[src/rtl/pcie_rx_block_lock.sv]
`default_nettype none
// ============================================================================
// Module   : pcie_rx_block_lock
// Purpose  : Per-lane 128b/130b sync-header block-alignment engine for the
//            PCIe Gen3+/Gen4 RX PCS. Each lane qualifies sync headers,
//            requests gearbox bit-slips while hunting, and reports block lock.
//            Link-wide lock and a lock-lost pulse are also produced.
// Options  : PCIE_BLK_ERR_CNT_EN - adds the per-lane saturating bad-header
//            counters (err_cnt) and their clear input (err_clr).
// Revision : 1.0 - initial release
// ============================================================================
module pcie_rx_block_lock #(
  parameter int LANES    = 16,
  parameter int LOCK_CNT = 8,
  parameter int BAD_MAX  = 4,
  parameter int WINDOW   = 64
) (
  input  logic               clk_phy,
  input  logic               rst_phy,
  input  logic [LANES-1:0]   cfg_lane_en,
  input  logic [LANES-1:0]   rx_hdr_valid,
  input  logic [2*LANES-1:0] rx_hdr,
  output logic [LANES-1:0]   blk_slip,
  output logic [LANES-1:0]   blk_lock,
  output logic [LANES-1:0]   blk_valid,
  output logic [LANES-1:0]   blk_is_data,
  output logic [LANES-1:0]   blk_is_os,
  output logic               link_lock,
  output logic               lock_lost
`ifdef PCIE_BLK_ERR_CNT_EN
  ,
  input  logic               err_clr,
  output logic [8*LANES-1:0] err_cnt
`endif
);

  localparam int c_GOOD_W = $clog2(LOCK_CNT + 1);
  localparam int c_WIN_W  = $clog2(WINDOW + 1);
  localparam int c_BAD_W  = $clog2(BAD_MAX + 1);

  typedef enum logic [1:0] {
    ST_HUNT   = 2'd0,
    ST_VERIFY = 2'd1,
    ST_LOCKED = 2'd2
  } lane_state_t;

  // Per-lane "dropped lock on errors this cycle" indications
  logic [LANES-1:0] w_lost;

  logic r_link_lock;
  logic r_lock_lost;

  generate
    for (genvar i = 0; i < LANES; i++) begin : g_lane
      lane_state_t         r_state;
      lane_state_t         w_state_nxt;
      logic [c_GOOD_W-1:0] r_good_cnt;
      logic [c_GOOD_W-1:0] w_good_cnt_nxt;
      logic [c_WIN_W-1:0]  r_win_cnt;
      logic [c_WIN_W-1:0]  w_win_cnt_nxt;
      logic [c_WIN_W-1:0]  w_win_inc;
      logic [c_BAD_W-1:0]  r_bad_cnt;
      logic [c_BAD_W-1:0]  w_bad_cnt_nxt;
      logic [c_BAD_W-1:0]  w_bad_inc;
      logic [1:0]          w_hdr;
      logic                w_hdr_good;
      logic                w_act;
      logic                w_slip_nxt;
      logic                w_fwd_nxt;
      logic                w_lost_nxt;
      logic                r_slip;
      logic                r_lock;
      logic                r_valid;
      logic                r_is_data;
      logic                r_is_os;

      assign w_hdr      = rx_hdr[2*i +: 2];
      assign w_hdr_good = (w_hdr == 2'b10) || (w_hdr == 2'b01);
      assign w_act      = cfg_lane_en[i] & rx_hdr_valid[i];
      assign w_win_inc  = r_win_cnt + 1'b1;
      assign w_bad_inc  = r_bad_cnt + 1'b1;

      // Next-state / counter / output-request logic of the lane sync FSM
      always_comb begin
        w_state_nxt    = r_state;
        w_good_cnt_nxt = r_good_cnt;
        w_win_cnt_nxt  = r_win_cnt;
        w_bad_cnt_nxt  = r_bad_cnt;
        w_slip_nxt     = 1'b0;
        w_fwd_nxt      = 1'b0;
        w_lost_nxt     = 1'b0;
        if (!cfg_lane_en[i]) begin
          // Disabled lane parks in HUNT with clean counters
          w_state_nxt    = ST_HUNT;
          w_good_cnt_nxt = '0;
          w_win_cnt_nxt  = '0;
          w_bad_cnt_nxt  = '0;
        end else if (w_act) begin
          case (r_state)
            ST_HUNT: begin
              if (w_hdr_good) begin
                w_state_nxt    = ST_VERIFY;
                w_good_cnt_nxt = c_GOOD_W'(1);
              end else begin
                w_slip_nxt = 1'b1;
              end
            end
            ST_VERIFY: begin
              if (w_hdr_good) begin
                if (r_good_cnt == c_GOOD_W'(LOCK_CNT - 1)) begin
                  w_state_nxt    = ST_LOCKED;
                  w_good_cnt_nxt = '0;
                  w_win_cnt_nxt  = '0;
                  w_bad_cnt_nxt  = '0;
                end else begin
                  w_good_cnt_nxt = r_good_cnt + 1'b1;
                end
              end else begin
                w_state_nxt    = ST_HUNT;
                w_good_cnt_nxt = '0;
                w_slip_nxt     = 1'b1;
              end
            end
            ST_LOCKED: begin
              w_fwd_nxt     = w_hdr_good;
              w_win_cnt_nxt = w_win_inc;
              if (!w_hdr_good) begin
                w_bad_cnt_nxt = w_bad_inc;
              end
              // The error check runs before the window wrap so a bad header
              // on the last block of a window still counts against lock.
              if (!w_hdr_good && (w_bad_inc == c_BAD_W'(BAD_MAX))) begin
                w_state_nxt    = ST_HUNT;
                w_good_cnt_nxt = '0;
                w_win_cnt_nxt  = '0;
                w_bad_cnt_nxt  = '0;
                w_slip_nxt     = 1'b1;
                w_lost_nxt     = 1'b1;
              end else if (w_win_inc == c_WIN_W'(WINDOW)) begin
                w_win_cnt_nxt = '0;
                w_bad_cnt_nxt = '0;
              end
            end
            default: begin
              w_state_nxt    = ST_HUNT;
              w_good_cnt_nxt = '0;
              w_win_cnt_nxt  = '0;
              w_bad_cnt_nxt  = '0;
            end
          endcase
        end
      end

      // State, counters and registered lane outputs
      always_ff @(posedge clk_phy or posedge rst_phy) begin
        if (rst_phy) begin
          r_state    <= ST_HUNT;
          r_good_cnt <= '0;
          r_win_cnt  <= '0;
          r_bad_cnt  <= '0;
          r_slip     <= 1'b0;
          r_lock     <= 1'b0;
          r_valid    <= 1'b0;
          r_is_data  <= 1'b0;
          r_is_os    <= 1'b0;
        end else begin
          r_state    <= w_state_nxt;
          r_good_cnt <= w_good_cnt_nxt;
          r_win_cnt  <= w_win_cnt_nxt;
          r_bad_cnt  <= w_bad_cnt_nxt;
          r_slip     <= w_slip_nxt;
          r_lock     <= (w_state_nxt == ST_LOCKED);
          r_valid    <= w_fwd_nxt;
          r_is_data  <= w_fwd_nxt & (w_hdr == 2'b10);
          r_is_os    <= w_fwd_nxt & (w_hdr == 2'b01);
        end
      end

      assign blk_slip[i]    = r_slip;
      assign blk_lock[i]    = r_lock;
      assign blk_valid[i]   = r_valid;
      assign blk_is_data[i] = r_is_data;
      assign blk_is_os[i]   = r_is_os;
      assign w_lost[i]      = w_lost_nxt;

`ifdef PCIE_BLK_ERR_CNT_EN
      logic [7:0] r_err_cnt;

      // Saturating bad-header counter; a clear wins over a same-cycle increment
      always_ff @(posedge clk_phy or posedge rst_phy) begin
        if (rst_phy) begin
          r_err_cnt <= 8'd0;
        end else if (err_clr) begin
          r_err_cnt <= 8'd0;
        end else if (w_act && !w_hdr_good && (r_err_cnt != 8'hFF)) begin
          r_err_cnt <= r_err_cnt + 8'd1;
        end
      end

      assign err_cnt[8*i +: 8] = r_err_cnt;
`endif
    end
  endgenerate

  // Link lock from registered lane locks; lock_lost merges same-cycle losses
  always_ff @(posedge clk_phy or posedge rst_phy) begin
    if (rst_phy) begin
      r_link_lock <= 1'b0;
      r_lock_lost <= 1'b0;
    end else begin
      r_link_lock <= (|cfg_lane_en) && (&(blk_lock | ~cfg_lane_en));
      r_lock_lost <= |w_lost;
    end
  end

  assign link_lock = r_link_lock;
  assign lock_lost = r_lock_lost;

endmodule
`default_nettype wire

[config.mk]
export PLATFORM = sky130hd
export DESIGN_NAME = pcie_rx_block_lock
export DESIGN_NICKNAME = d
export VERILOG_FILES = /design/src/rtl/pcie_rx_block_lock.sv
export SDC_FILE = /design/constraint.sdc
export NUM_CORES = 1
export LEC_CHECK = 0
export CAP_MARGIN = 5
export CORE_MARGIN = 4
export CORE_UTILIZATION = 50
export DETAILED_ROUTE_END_ITERATION = 7
export HOLD_SLACK_MARGIN = 0.06
export PLACE_DENSITY_LB_ADDON = 0.3
export SLEW_MARGIN = 25
export SYNTH_ARGS = -nofsm -noshare
export SYNTH_HDL_FRONTEND = slang
export SYNTH_SLANG_ARGS = --single-unit
[constraint.sdc]
create_clock -name clk_phy -period 13.9 [get_ports clk_phy]
set_clock_uncertainty 0.2 [all_clocks]
set_input_delay 2.78 -clock clk_phy [delete_from_list [all_inputs] [get_ports clk_phy]]
set_output_delay 2.78 -clock clk_phy [all_outputs]
set_load 0.1 [all_outputs]
Word-level counts from Yosys, hierarchy flattened
Index checks and enable logic that the tools add are counted.
Widths: inputs -> output; s select.
{ "totals": {"elab_cells": 1256, "out_inout_bits": 82, "mem_bits_rw": 0, "mem_count": 0, "regBits": 338, "latch_bits": 0, "mem_bits_ro": 0} }
{ "op_classes": {"n_reduce_logical": 132, "n_lt_le_gt_ge": 0, "n_mul": 0, "add_sub_neg": 48, "mux": 640, "shift": 0, "div_mod_pow": 0, "n_eq_ne": 240, "bitwise": 50} }
{ "ops": {"columns": ["cell", "count"], "rows": [
  ["$mux 7", 96],
  ["$mux 4", 96],
  ["$mux 3", 112],
  ["$pmux 7 s3", 16],
  ["$mux 2", 96],
  ["$ne 3x3->1 const B", 64],
  ["$pmux 4 s3", 16],
  ["$mux 1", 160],
  ["$pmux 3 s3", 16],
  ["$add 7x1->7 const B", 16],
  ["$eq 7x7->1 const B", 16],
  ["$eq 2x2->1 const B", 48],
  ["$pmux 2 s3", 16],
  ["$ne 5x5->1 const B", 16],
  ["$reduce_and 5->1", 16],
  ["$add 4x1->4 const B", 16],
  ["$eq 2x1->1 const B", 32],
  ["$eq 4x3->1 const B", 16],
  ["$reduce_and 4->1", 16],
  ["$add 3x1->3 const B", 16],
  ["$and 1x1->1", 48],
  ["$eq 3x3->1 const B", 16],
  ["$reduce_and 3->1", 16],
  ["$logic_not 2->1", 16],
  ["11 further kinds", 118]
]} }

Depth between registers and ports, before layout
Gate-level depths: netlist (run 1).
{ "depth": {"depth_word": 9, "depth_mapped": 9, "mapped_depth_nobuf": 7} }

Worst setup path before layout (run 1)
OpenSTA, ideal clock, no wires.
{ "synth_path": {"kind": "input to register", "start": "in rx_hdr[16]", "end": "reg g_lane[8].r_win_cnt[6]", "stages": 8, "arrival_time_ns": 4.269, "path_slack_ns": 9.341, "required_time_ns": 13.610, "path_cell_list": "inv_1 ha_1 clkbuf_1 nand2_1 nand3_2 a31o_1 or4_1 o221ai_1"} }
{ "synth_between": {"elab_chain_len": 8} }
{ "synth_lines": {"columns": ["item", "line", "source"], "rows": [
  ["from (decl)", "22", "input logic [2*LANES-1:0] rx_hdr,"],
  ["$eq 2x2->1 / $eq 2x1->1 (equally long branches)", "78", "assign w_hdr_good = (w_hdr == 2'b10) || (w_hdr == 2'b01);"],
  ["$logic_or 1x1->1 (*)", "78", null],
  ["$logic_not 1->1", "132", "if (!w_hdr_good && (w_bad_inc == c_BAD_W'(BAD_MAX))) begin"],
  ["$logic_and 1x1->1", "132", null],
  ["$mux 7", "132", null],
  ["$pmux 7 s3", "99", "case (r_state)"],
  ["$mux 7", "98", "end else if (w_act) begin"],
  ["$mux 7", "92", "if (!cfg_lane_en[i]) begin"],
  ["to (signal assigned)", "169", "r_win_cnt <= w_win_cnt_nxt;"],
  ["to (decl)", "59", "logic [c_WIN_W-1:0] r_win_cnt;"]
]} }
Every way passes the cells marked *; elsewhere a longest branch is shown, timed or not. The select of a mux whose other input is x is not followed.
A chain may end at the register's enable or synchronous reset.

Worst setup path in the final report (run 1)
{ "layout_path": {"start": "reg g_lane[12].r_lock", "end": "out blk_lock[12]"} }
{ "layout_lines": {"columns": ["item", "line", "source"], "rows": [
  ["from (decl)", "72", "logic r_lock;"],
  ["from (signal assigned)", "172", "r_lock <= (w_state_nxt == ST_LOCKED);"],
  ["to (decl)", "24", "output logic [LANES-1:0] blk_lock,"]
]} }
No word-level cell between the ends.

==> impl_metrics.tcl, run 1 <==
set metrics [dict create \
    status "finished clean" \
    r2r_setup_slack_ns 11.43 \
    rsz0062_at_grt "no" \
    cts_hold_buf 0 \
    grt_pass1_wl_um 71000 \
    hp-class "reg -> reg" \
    worst_slack_ns 8.72 \
    dieWidth_um 204 \
    ys.flop_type "dfrtp_1" \
    setup_viol 0 \
    via_count 15400 \
    drc 0 \
    slowest_delay_ns 1.24 \
    yosys.area_share.simple 0.235 \
    grt_use_total 0.201 \
    synth-xor-area-share 0.00320 \
    r2r_end "lock_lost" \
    cts_tree "built" \
    synth-adder-area-share 0.0628 \
    min_to "g_lane[13].r_good_cnt[3]" \
    min_period_ns 5.18 \
    leakage_nw 9.70 \
    whs_path_depth 1 \
    ys_warn_count 0 \
    worstMarginPinSlew_ns 1.11 \
    yosysTopAreaCell "dfrtp_1" \
    start_util 0.507 \
    cp.required_ns 10.92 \
    core_um2 37800 \
    drt_pass1_iterations 5 \
    arrival_ns 2.20 \
    cp_top_family "buffers and inverters" \
    antenna_found_initial 1 \
    min_from "g_lane[13].r_good_cnt[3]" \
    finalSetupTns_ns 0 \
    drt_iter0_markers 979 \
    rows 71 \
    peakVddDrop_mv 0.0756 \
    final_net_count 2295 \
    portBuffers 147 \
    synth_edf_count 0 \
    syn2layout_area_growth_pct 13.5 \
    r2r_start "g_lane[10].r_bad_cnt[0]" \
    async_flop_share 1.00 \
    grt_overflow 0 \
    synth_mux_area_frac 0.0131 \
    yosysMostFrequentCell "dfrtp_1" \
    hold_viol_final 0 \
    die-area_um2 41500 \
    fin_util 0.576 \
    maxSlewViolCount 0 \
    max_freq_ghz 0.193 \
    synth_compound_area_frac 0.173 \
    syn_area_um2 19100 \
    clk_pin_slew_ns 0.06 \
    powerDensity_nw_per_um2 104 \
    ios 148 \
    hpwl_um 29900 \
    viasPerCell 5.77 \
    power_mw 2.25 \
    slew_headroom 0.259 \
    dpl-instance-area_um2 20400 \
    synthCells 2085 \
    clockRootBuffer "clkbuf_16" \
    path_max_fanout 2 \
    synth_top_family_by_area "simple AND/OR/NAND/NOR gates" \
    clockBufferDepth 3 \
    fp.dieH_um 204 \
    fin_area_um2 21700 \
    tritoncts.num_buffers 40 \
    gp_congestion 0.872 \
    synth_top_area_frac 0.442 \
    cts_resized 0 \
    crit_chain "clkdlybuf4s50_1" \
    post_cts_buffers 0 \
    synthTopCellsByArea "dfrtp_1 44%, ha_1 6.3%, o21ai_0 4.6%" \
    clk_latency_ns 0.56 \
    postRouteAntennaNets 0 \
    post_drt_wl_per_cell_um 15.8 \
    worst-setup-path-type "reg -> out" \
    grt_pass1_vias 14800 \
    path_buf_inv 1 \
    maxCapViolCount 0 \
    dp_slack_ns 8.44 \
    ys_top_cells_by_count "338 x dfrtp_1, 209 x nand2_1, 175 x o21ai_0, 130 x nand3_1, 129 x inv_1" \
    drive_above_1_share 0.0500 \
    syn_avg_cell_area_um2 9.18 \
    final.period_utilization 0.372 \
    cts_max_level 2 \
    critPathLaunchType "register" \
    critical_path.endpoint_type "output pin" \
    yosysSeqAreaShare 0.442 \
    ff2ff_path_depth 7 \
    worst_path_max_delay_cell "clkdlybuf4s50_1" \
    drt-total-wl_um 42100 \
    synth-seq-cells 338 \
    cts_sinks 338 \
    synth_fp_nets 2247 \
    antennaDiodeCount 0 \
    grt_max_degree 120 \
    synth_cell_types 88 \
]
==> cells in the final DEF, fill, tap and decap left out, types with 7 or more instances in the layout <==
master / netlist / routed
and3b_1: 14 / 14
a22o_1: 17 / 17
or4_1: 7 / 7
nor3_1: 27 / 27
a31oi_1: 16 / 16
a21boi_0: 14 / 13
o21bai_1: 11 / 11
dfrtp_1: 338 / 338
a21o_1: 19 / 19
a32oi_1: 14 / 14
clkbuf_8: 0 / 9
or3_1: 11 / 11
clkdlybuf4s50_1: 0 / 147
nor4_1: 9 / 9
o21ai_0: 175 / 175
ha_1: 96 / 96
o31ai_1: 50 / 50
and2_1: 44 / 44
o2bb2ai_1: 16 / 16
nand4b_1: 22 / 22
nand4_1: 42 / 42
o22ai_1: 30 / 30
and3_1: 56 / 56
nor2_1: 122 / 122
a21oi_1: 69 / 69
nand2_1: 209 / 209
nor3b_1: 9 / 9
o31a_1: 7 / 7
inv_1: 129 / 128
nand3b_1: 11 / 11
nand3_1: 130 / 130
clkbuf_16: 0 / 41
o41ai_1: 10 / 10
mux2i_1: 18 / 18
nor4b_1: 13 / 13
nand2b_1: 38 / 38
nor2b_1: 44 / 44
==> stage by stage <==
stage          std cells  hold slack (ns)
4_1_cts             2673            0.278
6_report            2673            0.273
2_1_floorplan       2085            0.238
5_1_grt             2673            0.288
3_5_place_dp        2602            0.275
3_3_place_gp        2602            0.257
==> kinds of logic (layout without fill, tap and decap cells) <==
kind of cell               Yosys count  after routing
AOI/OAI and AO/OA                  505            505
adders and majority gates           96             96
muxes                               24             24
and+or+nand+nor                    841            841
DFF                                338            338
buffers and inverters              274            351
xor gates and xnor gates             7              7
==> routing by layer <==
layer	wire (µm)	vias to the layer above	track usage
met4	1060	2	0.0643
met3	1850	65	0.0307
met2	19900	303	0.331
met5	16	-	0
met1	19300	7511	0.276
li1	-	7536	-
==> cell type report <==
class | instances | area (µm²)
Timing Repair Buffer | 150 | 1500
Clock buffer | 56 | 1170
Fill cell | 3238 | 16000
Inverter | 130 | 495
Sequential cell | 338 | 8460
Tap cell | 511 | 639
Multi-Input combinational cell | 1473 | 9320
Clock inverter | 15 | 145
==> power breakdown <==
part,leakage (nW),internal (mW),switching (mW),total [mW]
logic,4.38,0.0619,0.130,0.192
registers,4.68,0.998,0.0186,1.02
clock network,0.639,0.626,0.420,1.05
total,9.70,1.69,0.569,2.25
==> sequential cells by signal, summed over array words and instances, names as in the netlist, 16 cells and up <==
register,count
g_lane.r_lock,16
g_lane.r_valid,16
g_lane.r_good_cnt,64
g_lane.r_is_os,16
g_lane.r_state,32
g_lane.r_slip,16
g_lane.r_is_data,16
g_lane.r_bad_cnt,48
g_lane.r_win_cnt,112
==> worst max-delay path by stage <==
stage                      startpoint                      to  cells after the start
finish              g_lane[12].r_lock            blk_lock[12]                      1
global route               rx_hdr[16]  g_lane[8].r_bad_cnt[0]                      7
CTS                 g_lane[12].r_lock            blk_lock[12]                      1
detailed placement         rx_hdr[16]  g_lane[8].r_bad_cnt[2]                      7
global placement           rx_hdr[16]  g_lane[8].r_bad_cnt[1]                      7
floorplan                     rst_phy  g_lane[0].r_bad_cnt[0]                      1
(Power assumes the default switching activity.)
==> inputs of run 2 (changes only) <==
- clock period: 13.9 -> 4.7 ns (I/O delays scaled with it)
==> impl_metrics.tcl, run 2 (synthesized netlist as in run 1, its figures left out) <==
set metrics [dict create \
    final_common_cell "dfrtp_1" \
    fp.dieH_um 204 \
    gp_congestion 0.844 \
    worstMarginPinSlew_ns 1.08 \
    arrival_ns 2.17 \
    cts_resized 0 \
    cp.required_ns 3.56 \
    grt_max_degree 84 \
    layout_common_cells "338 x dfrtp_1, 209 x nand2_1, 175 x o21ai_0" \
    reg_top3 "g_lane.r_win_cnt: 112 flops, g_lane.r_good_cnt: 64 flops, g_lane.r_bad_cnt: 48 flops" \
    grt_pass1_vias 14700 \
    start_util 0.507 \
    cts_tree "built" \
    hold_viol_final 0 \
    core_um2 37800 \
    grt_pass1_wl_um 70000 \
    path_buf_inv 1 \
    drc 0 \
    post_cts_buffers 0 \
    clockRootBuffer "clkbuf_16" \
    leakage_nw 9.75 \
    wl_met3_um 1830 \
    cts_max_level 2 \
    cts_hold_buf 0 \
    rows 71 \
    clk_latency_ns 0.54 \
    drive_above_1_share 0.0518 \
    drt-met1-wl_um 18900 \
    antenna_found_initial 1 \
    dp_cells 2607 \
    worst_path_max_delay_cell "clkdlybuf4s50_1" \
    clk_pin_slew_ns 0.05 \
    path_max_fanout 2 \
    clockBufferDepth 3 \
    setup_viol 0 \
    worst-setup-path-type "reg -> out" \
    ios 148 \
    cts_sinks 338 \
    hp-class "reg -> reg" \
    peakVddDrop_mv 0.202 \
    drt-total-wl_um 41400 \
    grt_use_total 0.198 \
    tritoncts.num_buffers 39 \
    slowest_delay_ns 1.18 \
    post_drt_wl_per_cell_um 15.5 \
    crit_chain "clkdlybuf4s50_1" \
    maxCapViolCount 0 \
    status "finished clean" \
    final.period_utilization 0.704 \
    portBuffers 147 \
    slew_headroom 0.278 \
    rsz0062_at_grt "no" \
    hpwl_um 29800 \
    met2_wirelength_um 19300 \
    critPathLaunchType "register" \
    syn2layout_area_growth_pct 13.9 \
    dieWidth_um 204 \
    max_freq_ghz 0.302 \
    top_layer_used "met4" \
    postRouteAntennaNets 0 \
    via_count 15300 \
    final_net_count 2300 \
    cp_top_family "buffers and inverters" \
    antennaDiodeCount 0 \
    dpl-instance-area_um2 20500 \
    layoutNonFillerInstCount 2673 \
    powerDensity_nw_per_um2 305 \
    die-area_um2 41500 \
    maxSlewViolCount 0 \
    drt_iter0_markers 958 \
    drt_pass1_iterations 5 \
    grt_overflow 0 \
    fin_area_um2 21800 \
    viasPerCell 5.74 \
    critical_path.endpoint_type "output pin" \
    regMostFlops "g_lane.r_win_cnt" \
    min_period_ns 3.31 \
    largest_reg_flops 112 \
]
## run 2: cell count changes in the layout (fill, tap and decap cells not counted), sizes merged
cell	previous run	this run
clkinv	6	9
clkbuf	56	50
clkinvlp	5	2
bufinv	2	3
buf	3	9
inv	132	131
## run 2: area by class of cell
| class | count | area (µm²) |
|---|---|---|
| Fill cell | 3245 | 15900 |
| Multi-Input combinational cell | 1473 | 9320 |
| Sequential cell | 338 | 8460 |
| Timing Repair Buffer | 156 | 1590 |
| Clock buffer | 50 | 1130 |
| Tap cell | 511 | 639 |
| Inverter | 130 | 492 |
| Clock inverter | 15 | 179 |
## run 2: routing by layer
metal	global-route usage	vias up
met5	0	-
met4	0.0785	0
met3	0.0313	75
met2	0.323	301
met1	0.267	7423
li1	-	7541
## run 2: worst paths after layout
| path | from | slack, ns | cells past startpoint | to |
|---|---|---|---|---|
| worst max-delay path | g_lane[12].r_lock | 1.39 | 1 | blk_lock[12] |
| worst min-delay path | g_lane[2].r_good_cnt[3] | 0.28 | 1 | g_lane[2].r_good_cnt[3] |
| worst max register to register | g_lane[8].r_good_cnt[0] | 2.21 | 5 | g_lane[8].r_bad_cnt[2] |
| worst min register to register | g_lane[2].r_good_cnt[3] | 0.28 | 1 | g_lane[2].r_good_cnt[3] |
| max in group asynchronous | rst_phy | 2.79 | 4 | g_lane[14].r_good_cnt[1] |
| min in group asynchronous | rst_phy | 0.54 | 2 | g_lane[3].r_slip |
## run 2: power breakdown
| part | switching, mW | internal (mW) | total [mW] |
|---|---|---|---|
| clock | 1.20 | 1.86 | 3.06 |
| combinational | 0.383 | 0.189 | 0.572 |
| sequential | 0.0548 | 2.95 | 3.01 |
| total | 1.64 | 5.01 | 6.64 |
## run 2: through the flow
| stage | worst slack, ns | hold WS, ns | util | power, mW | setup TNS (ns) |
|---|---|---|---|---|---|
| 3_5_place_dp | 0.988 | 0.269 | 0.542 | 3.63 | 0 |
| 6_report | 1.39 | 0.275 | 0.578 | 6.64 | 0 |
| 4_1_cts | 1.34 | 0.276 | 0.577 | 6.75 | 0 |
| 2_1_floorplan | -0.959 | 0.238 | - | 3.46 | -324.00 |
| 5_1_grt | 1.30 | 0.304 | 0.578 | 6.93 | 0 |
| 3_3_place_gp | 1.09 | 0.254 | 0.542 | 3.62 | 0 |
==> inputs of run 3 (changes only) <==
- clock period: 4.7 -> 2.8 ns (I/O delays scaled with it)
==> impl_metrics.tcl, run 3 (synthesized netlist as in run 1, its figures left out) <==
set metrics [dict create \
    rsz0062_at_grt "no" \
    power_frac_clock 0.455 \
    grt_pass1_vias 15000 \
    hold_viol_final 0 \
    reg_top3 "g_lane.r_win_cnt: 112 flops, g_lane.r_good_cnt: 64 flops, g_lane.r_bad_cnt: 48 flops" \
    ios 148 \
    cts_resized 0 \
    grt_use_total 0.204 \
    drt-total-wl_um 42600 \
    core_um2 37800 \
    final.period_utilization 0.905 \
    via_count 15800 \
    start_util 0.507 \
    portBuffers 147 \
    clk_latency_ns 0.54 \
    cp_top_family "buffers and inverters" \
    hp-class "in -> async" \
    power_frac_comb 0.097 \
    worst_path_max_delay_cell "clkdlybuf4s50_1" \
    holdWs_ns 0.222 \
    min_period_ns 2.53 \
    ff2ff_path_depth 8 \
    drc 0 \
    critical_path.endpoint_type "register" \
    drive_above_1_share 0.131 \
    max_freq_ghz 0.395 \
    antenna_found_initial 4 \
    cp_common_cell "buf_4" \
    post_drt_wl_per_cell_um 15.3 \
    maxCapViolCount 0 \
    drt_iter0_markers 796 \
    grt_pass1_wl_um 71800 \
    gp_congestion 0.849 \
    syn2layout_area_growth_pct 17.2 \
    clockBufferDepth 3 \
    hpwl_um 31200 \
    power_mw 11.3 \
    postRouteAntennaNets 0 \
    leakage_nw 10.4 \
    path_buf_inv 4 \
    crit_chain "clkdlybuf4s50_1, inv_1, ha_1, buf_4, nand2_1, o22ai_1, nor4_1, buf_4, nand3_1" \
    post_cts_buffers 0 \
    setup_viol 0 \
    intPower_mw 8.49 \
    worstMarginPinSlew_ns 0.597 \
    cts_max_level 2 \
    seqPwrFrac 0.449 \
    clk_pin_slew_ns 0.06 \
    dieWidth_um 204 \
    rows 71 \
    power_switching_mw 2.76 \
    die-area_um2 41500 \
    grt_max_degree 74 \
    r2r_setup_slack_ns 0.40 \
    final_net_count 2410 \
    worst-setup-path-type "in -> reg" \
    slowest_delay_ns 0.50 \
    layout_common_cells "338 x dfrtp_1, 209 x nand2_1, 194 x buf_4" \
    clockRootBuffer "clkbuf_16" \
    cp.required_ns 2.99 \
    r2r_end "lock_lost" \
    regMostFlops "g_lane.r_win_cnt" \
    critPathLaunchType "primary input" \
    cts_sinks 338 \
    drt_pass1_iterations 5 \
    arrival_ns 2.72 \
    viasPerCell 5.65 \
    finalSetupTns_ns 0 \
    status "finished clean" \
    cts_tree "built" \
    powerDensity_nw_per_um2 502 \
    r2r_start "g_lane[10].r_bad_cnt[0]" \
    fp.dieH_um 204 \
    cts_hold_buf 0 \
    switching_share 0.246 \
    final_common_cell "dfrtp_1" \
    maxSlewViolCount 0 \
    tritoncts.num_buffers 40 \
    peakVddDrop_mv 0.360 \
    grt_overflow 0 \
    slew_headroom 0.598 \
    largest_reg_flops 112 \
    path_max_fanout 6 \
]
[run 3: metal layers]
| metal | vias up | track usage | share of wire |
|---|---|---|---|
| met5 | - | 0 | 0.00016 |
| met4 | 2 | 0.0703 | 0.026 |
| met2 | 367 | 0.329 | 0.47 |
| li1 | 7770 | - | - |
| met1 | 7549 | 0.281 | 0.45 |
| met3 | 69 | 0.0339 | 0.050 |
[run 3: tightest hold or removal path: cells and delay by family]
family	cells	cell delay, ns
buffers and inverters	3	0.74
[run 3: area by class of cell]
type                       instances  area, µm²
clock buffer                      58       1150
tap                              511        639
antenna                            2       5.00
clock inverter                    12        138
inverter                         130        492
sequential                       338       8460
fill                            3204      15300
multi-input combinational       1473       9320
timing repair buffer             265       2230
[run 3: metrics by stage]
step	utilization	std cells	setup slack (ns)	cell area (µm²)
floorplan	-	2085	-2.48	19100
global placement	0.560	2717	-0.137	21100
detailed placement	0.560	2717	-0.216	21100
CTS	0.594	2787	0.330	22400
global route	0.594	2789	0.187	22400
finish	0.594	2789	0.266	22400
[run 3: power groups by stage]
stage / logic (mW) / registers, mW / clock network (mW)
CTS: 1.10 / 5.05 / 5.26
global route: 1.21 / 5.06 / 5.47
detailed placement: 1.09 / 5.13 / 0
global placement: 1.07 / 5.13 / 0
finish: 1.09 / 5.05 / 5.12
floorplan: 0.714 / 5.09 / 0
[run 3: worst max path at each step]
stage          startpoint                     end  cells past startpoint
6_report       rx_hdr[22]               lock_lost                      9
3_3_place_gp   rx_hdr[22]               lock_lost                      9
3_5_place_dp   rx_hdr[22]               lock_lost                      9
5_1_grt        rx_hdr[22]               lock_lost                      9
4_1_cts        rx_hdr[22]               lock_lost                      9
2_1_floorplan     rst_phy  g_lane[0].r_bad_cnt[0]                      1
